--- config.mk ---
export PLATFORM = sky130hd
export DESIGN_NAME = event_encoder
export DESIGN_NICKNAME = d
export VERILOG_FILES = /design/src/rtl/event_encoder_pkg.sv /design/src/rtl/event_encoder_rr_pick16.sv /design/src/rtl/event_encoder.sv
export SDC_FILE = /design/constraint.sdc
export NUM_CORES = 1
export LEC_CHECK = 0
export ABC_AREA = 0
export CORE_ASPECT_RATIO = 1.75
export CORE_MARGIN = 1
export CORE_UTILIZATION = 55
export CTS_CLUSTER_SIZE = 25
export DETAILED_ROUTE_END_ITERATION = 10
export GPL_ROUTABILITY_DRIVEN = 0
export HOLD_SLACK_MARGIN = 0.12
export PLACE_DENSITY_LB_ADDON = 0.12
export SYNTH_ARGS = -nofsm -noshare
export SYNTH_HDL_FRONTEND = slang
export SYNTH_SLANG_ARGS = --single-unit
--- constraint.sdc ---
create_clock -name clk -period 6 [get_ports clk]
set_input_delay 1.2 -clock clk [delete_from_list [all_inputs] [get_ports clk]]
set_output_delay 1.2 -clock clk [all_outputs]
set_load 0.05 [all_outputs]
--- src/rtl/event_encoder_pkg.sv ---
// event_encoder_pkg
// Shared constants and the FSM state type for the event encoder.
//   N_LINES : number of event lines
//   IDX_W   : width of an encoded line index
//   state_t : presentation FSM states
package event_encoder_pkg;
   localparam int N_LINES = 16;
   localparam int IDX_W   = 4;

   typedef enum logic {
      ST_IDLE    = 1'b0,
      ST_PRESENT = 1'b1
   } state_t;
endpackage

--- src/rtl/event_encoder_rr_pick16.sv ---
// rr_pick16
// Combinational round-robin picker: returns the lowest-index set request
// bit at or above ptr, wrapping from the top line back to line 0.
//   req   : request vector, one bit per line
//   ptr   : round-robin start position
//   idx   : chosen line (0 when nothing is requested)
//   found : at least one request bit is set
module rr_pick16
   import event_encoder_pkg::*;
(
   input  logic [N_LINES-1:0] req,
   input  logic [IDX_W-1:0]   ptr,
   output logic [IDX_W-1:0]   idx,
   output logic               found
);

   logic [IDX_W-1:0] j;

   // Walk the ring from the far end back toward ptr so that the candidate
   // closest to ptr is the last one written and therefore wins.
   always_comb begin
      idx   = '0;
      found = 1'b0;
      j     = '0;
      for (int k = N_LINES - 1; k >= 0; k--) begin
         j = ptr + IDX_W'(k);
         if (req[j]) begin
            idx   = j;
            found = 1'b1;
         end
      end
   end

endmodule

--- src/rtl/event_encoder.sv ---
// event_encoder
// Captures falling edges on 16 active-low event lines into a pending vector
// and presents them one at a time, round-robin, to a consumer with a
// valid/ack handshake.
//   clk      : clock, rising edge
//   reset_n  : synchronous active-low reset
//   en_n     : active-low capture enable (events dropped while high)
//   req_n    : active-low event lines, idle high
//   code     : index of the presented event (holds while valid=0)
//   valid    : code holds a presented event
//   ack      : consumer accepts the presented code
//   pending  : captured events not yet presented
//   lost     : one-cycle pulse when an event hits an already pending line
module event_encoder
   import event_encoder_pkg::*;
#(
   parameter bit SYNC_EN = 1'b1
)
(
   input  logic               clk,
   input  logic               reset_n,
   input  logic               en_n,
   input  logic [N_LINES-1:0] req_n,
   output logic [IDX_W-1:0]   code,
   output logic               valid,
   input  logic               ack,
   output logic [N_LINES-1:0] pending,
   output logic               lost
);

   logic [N_LINES-1:0] sync1_q, sync1_d, sync2_q, sync2_d;
   logic [N_LINES-1:0] prev_q, prev_d, armed_q, armed_d;
   logic [N_LINES-1:0] pending_q, pending_d;
   logic [1:0]         live_q, live_d;
   logic               lost_q, lost_d, valid_q, valid_d;
   logic [IDX_W-1:0]   code_q, code_d, rr_ptr_q, rr_ptr_d;
   state_t             state_q, state_d;

   logic [N_LINES-1:0] sampled, ev, ev_cap, clr;
   logic               live_ok;
   logic [IDX_W-1:0]   pick_idx;
   logic               pick_found;

   rr_pick16 u_pick (
      .req   (pending_q),
      .ptr   (rr_ptr_q),
      .idx   (pick_idx),
      .found (pick_found)
   );

   always_comb begin
      sampled = SYNC_EN ? sync2_q : req_n;
      // live_ok marks the first cycle in which 'sampled' reflects the pins
      // rather than the all-ones reset contents of the synchronizer.
      live_ok = SYNC_EN ? live_q[1] : 1'b1;

      sync1_d = req_n;
      sync2_d = sync1_q;
      prev_d  = sampled;
      live_d  = {live_q[0], 1'b1};

      // A line only becomes eligible for edge detection once it has been
      // genuinely seen high, so a line held low across reset release does
      // not look like a fall against the all-ones reset value of prev_q.
      armed_d = armed_q | (sampled & {N_LINES{live_ok}});
      ev      = armed_q & prev_q & ~sampled;
      ev_cap  = en_n ? '0 : ev;

      state_d  = state_q;
      code_d   = code_q;
      valid_d  = valid_q;
      rr_ptr_d = rr_ptr_q;
      clr      = '0;

      case (state_q)
         ST_IDLE: begin
            if (pick_found) begin
               code_d  = pick_idx;
               valid_d = 1'b1;
               clr     = N_LINES'(1) << pick_idx;
               state_d = ST_PRESENT;
            end
         end
         ST_PRESENT: begin
            if (ack) begin
               valid_d  = 1'b0;
               rr_ptr_d = code_q + 1'b1;   // wraps 15 -> 0 by width
               state_d  = ST_IDLE;
            end
         end
         default: state_d = ST_IDLE;
      endcase

      // Set wins over the selection clear on the same line.
      pending_d = (pending_q & ~clr) | ev_cap;
      lost_d    = |(ev_cap & pending_q & ~clr);
   end

   always_ff @(posedge clk) begin
      if (!reset_n) begin
         sync1_q   <= '1;
         sync2_q   <= '1;
         prev_q    <= '1;
         armed_q   <= '0;
         live_q    <= '0;
         pending_q <= '0;
         lost_q    <= 1'b0;
         valid_q   <= 1'b0;
         code_q    <= '0;
         rr_ptr_q  <= '0;
         state_q   <= ST_IDLE;
      end else begin
         sync1_q   <= sync1_d;
         sync2_q   <= sync2_d;
         prev_q    <= prev_d;
         armed_q   <= armed_d;
         live_q    <= live_d;
         pending_q <= pending_d;
         lost_q    <= lost_d;
         valid_q   <= valid_d;
         code_q    <= code_d;
         rr_ptr_q  <= rr_ptr_d;
         state_q   <= state_d;
      end
   end

   assign code    = code_q;
   assign valid   = valid_q;
   assign pending = pending_q;
   assign lost    = lost_q;

endmodule
==> impl_summary.log <==
INFO  metric report.final.setup_viol = 0
INFO  metric synth_cell_type_count = 79
INFO  metric max_slew_margin = 0.327
INFO  metric ir_drop = 314 uV
INFO  metric insertion_delay = between 0.3 and 0.4 ns
INFO  metric synth-edff-count = 0
INFO  metric postSynthNetCount = roughly 700
INFO  metric die_y = around 140 microns
INFO  metric worstPathCellList = inv_1 -> buf_4 -> ha_1 -> mux4_2 -> mux2i_1 -> nor2b_1 -> a221oi_1 -> nor3_1 -> o31ai_1 -> a21oi_1 -> nand2b_1 -> nor2_1 -> nor2_1 -> nor4_1 -> a41oi_1
INFO  metric cp_data_required_time = a little over 6 ns
INFO  metric final.hold.worst_slack = ~0.40 ns
INFO  metric period_minus_slack = 4.93 ns
INFO  metric postCtsHoldBufs = 0
INFO  metric clkSinkCount = 93
INFO  metric clk_pin_slew = 0.07 ns
INFO  metric grt_start_max_net_pins = 54
INFO  metric cell_at_the_slowest_stage_of_the_critical_path = sky130_fd_sc_hd__ha_1
INFO  metric ys_async_sr_fraction = 0
INFO  metric num_cts_buffers = 9
INFO  metric wl = 19000 microns
INFO  metric drt_iter0_drc = 550
INFO  metric synth.yosys.seq_area_share = 0.310
INFO  metric cts_root_buffer = sky130_fd_sc_hd__clkbuf_16
INFO  metric finalCritPeriodShare = 0.821
INFO  metric floorplan.die.width = roughly 81 microns
INFO  metric final_antenna_net_count = 0
INFO  metric crit_path_frequent_cell = sky130_fd_sc_hd__nor2_1
INFO  metric start_util = 0.565
INFO  metric cts_max_level = 3
INFO  metric layout-drive-gt1-share = 0.142
INFO  metric totalPowerFinal = 2.42 mW
INFO  metric antenna_found_initial = 1
INFO  metric worstSetupEndpointType = register
INFO  metric worstPathArrival = 5.13 ns
INFO  metric groute.usage.overall = 0.356
INFO  metric critPathBufInv = 2
INFO  metric ys_ff_latch = 93
INFO  metric post_synth.cell_area_avg = 9.01 sq um
INFO  metric antenna_fix_cells = 0
INFO  metric cellLeakagePower = 2.49 nW
INFO  metric std_cell_rows = 50
INFO  metric max-cap-violations = 0
INFO  metric worst_margin_pin_slew = 1.01 ns
INFO  metric vias_per_cell = 6.70
INFO  metric setup-tns-final = 0 ns
INFO  metric final.setup_skew = 0.00755 ns
INFO  metric synth.yosys.warnings = 0
INFO  metric firstDrtPassIters = 6
INFO  metric critPathTopFamily = simple AND/OR/NAND/NOR gates
INFO  metric resized_cells_post_cts = 0
INFO  metric die-area = 0.0114 sq mm
INFO  metric first_global_vias = 5478
INFO  metric worstHoldPathType = register to register
INFO  metric core_footprint = 0.0106 sq mm
INFO  metric critPathLaunchType = register
INFO  metric timing.final.hold_violations = 0
INFO  metric placement.io_buffers = a little over 40
INFO  metric postCtsSetupRepairBufs = 0
INFO  metric wl_per_cell = ~23 microns
INFO  metric biggest_cell_delay_along_the_critical_path = 0.94 ns
INFO  metric num-fill-cells = slightly above 900
INFO  metric power.density = 359 mW/mm^2
INFO  metric path_class = register to register
INFO  metric num_io_pins = 42
INFO  metric grt_setup_unrepaired = no
INFO  metric place.detailed.hpwl = approximately 13000 microns
INFO  metric remaining_drc_errors = 0
INFO  metric cell_area_after_synthesis = 0.00601 sq mm
INFO  metric synth_ff_type = sky130_fd_sc_hd__dfxtp_1
INFO  metric critical_path_fanout_max = 28
INFO  metric syn_to_final_growth = 12.1%
INFO  metric final-max-slew-violation-count = 0
INFO  metric final_nets = 712
INFO  metric maximum_buffer_depth_of_the_clock_tree = 2
INFO  metric grt_first_pass_wirelength = slightly below 30000 microns
INFO  metric max_freq = 203 MHz
INFO  metric vias_after_detailed_routing = 5485
INFO  metric run_status = completed
INFO  metric synth_cells = 667
INFO  metric cts_tree = built
INFO  metric grt_overflow_total = 0
-- final cells by class --
type / instances / area [sq um] / area share
clock buffers: 9 / 225 / 0.0334
inverters: 12 / 45.0 / 0.00669
repair buffers: 51 / 480 / 0.0713
well taps: 130 / 163 / 0.0241
multi-input cells: 517 / 3880 / 0.576
clock inverters: 7 / 82.6 / 0.0123
flip-flops and latches: 93 / 1860 / 0.276
-- layout by cell type (no fill, tap or decap), drive strengths merged, types with 17 or more instances in the layout --
cell,synthesis,final
mux4,28,28
nand2b,55,55
o21ai,19,19
mux2i,31,31
mux2,18,18
nand2,57,57
a21oi,49,49
nor2,74,74
nor3,17,17
dfxtp,93,93
clkdlybuf4s50,0,40
-- per-layer routing --
layer  vias up  part of all wire  track usage
met5         -           0.00042            0
met4         2             0.097        0.320
met3       114             0.085        0.116
met2       331              0.49        0.573
met1      2561              0.33        0.353
li1       2477                 -            -
-- sequential cells by signal, indices dropped and copies added (netlist names) --
signal and flops:
rr_ptr_q 4, prev_d 16, state_q 1, armed_q 16
prev_q 16, code 4, sync1_q 16, valid 1
live_q 2, lost 1, pending 16
-- cells in the mapped netlist (4+ instances only) --
cell	count	area, sq um
sky130_fd_sc_hd__o21a_1	5	37.5
sky130_fd_sc_hd__mux2_2	17	191
sky130_fd_sc_hd__buf_6	5	56.3
sky130_fd_sc_hd__o22ai_1	8	50.1
sky130_fd_sc_hd__o31ai_1	5	37.5
sky130_fd_sc_hd__nor3_2	4	40.0
sky130_fd_sc_hd__mux4_2	28	631
sky130_fd_sc_hd__a21oi_1	49	245
sky130_fd_sc_hd__buf_2	9	45.0
sky130_fd_sc_hd__and2_1	7	43.8
sky130_fd_sc_hd__nand3_1	11	55.1
sky130_fd_sc_hd__nor4bb_1	13	130
sky130_fd_sc_hd__dfxtp_1	93	1860
sky130_fd_sc_hd__nand2b_1	55	344
sky130_fd_sc_hd__mux2i_1	30	300
sky130_fd_sc_hd__a22o_1	4	35.0
sky130_fd_sc_hd__buf_1	4	15.0
sky130_fd_sc_hd__inv_1	11	41.3
sky130_fd_sc_hd__nor2_1	71	267
sky130_fd_sc_hd__nor2b_1	4	25.0
sky130_fd_sc_hd__a31oi_1	6	37.5
sky130_fd_sc_hd__nand4_1	5	31.3
sky130_fd_sc_hd__xnor2_1	10	87.6
sky130_fd_sc_hd__a22oi_1	4	30.0
sky130_fd_sc_hd__nand2_1	57	214
sky130_fd_sc_hd__a211oi_1	11	82.6
sky130_fd_sc_hd__xor2_1	4	35.0
sky130_fd_sc_hd__and3_1	4	25.0
sky130_fd_sc_hd__a21o_1	4	30.0
sky130_fd_sc_hd__ha_1	8	100
sky130_fd_sc_hd__clkbuf_1	25	93.8
sky130_fd_sc_hd__o21ai_0	16	80.1
sky130_fd_sc_hd__nor3_1	13	65.1
-- worst paths after layout --
| check | startpoint | end | slack, ns | cells after the start |
|---|---|---|---|---|
| setup reg to reg | rr_ptr_q[0] | lost | 1.07 | 15 |
| setup / recovery | rr_ptr_q[0] | lost | 1.07 | 15 |
| hold reg to reg | sync1_q[12] | prev_d[12] | 0.40 | 1 |
| hold / removal | sync1_q[12] | prev_d[12] | 0.40 | 1 |
-- power by group --
part / switching, mW / internal [mW] / leakage (nW)
sequential: 0.0468 / 0.662 / 0.765
clock: 0.244 / 0.328 / 0.144
combinational: 0.725 / 0.411 / 1.58
total: 1.02 / 1.40 / 2.49
-- metrics by stage --
step	setup slack [ns]	utilization	instances	area, sq um
6_report	1.07	0.634	819	6740
5_1_grt	0.685	0.634	819	6740
4_1_cts	1.20	0.634	819	6740
3_5_place_dp	1.23	0.605	803	6430
3_3_place_gp	1.35	0.605	803	6430
2_1_floorplan	1.79	-	667	6010
-- kinds of logic (layout without fill, tap and decap cells) --
| family | count (synthesis) | count (layout) | synth area share |
|---|---|---|---|
| flops | 93 | 93 | 0.310 |
| compound gates | 145 | 145 | 0.165 |
| fa+ha+maj | 8 | 8 | 0.0166 |
| simple gates | 271 | 271 | 0.246 |
| xor+xnor | 16 | 16 | 0.0277 |
| mux | 77 | 77 | 0.191 |
| buf+inv | 57 | 79 | 0.0449 |
Power figures use the tool's default switching activity.
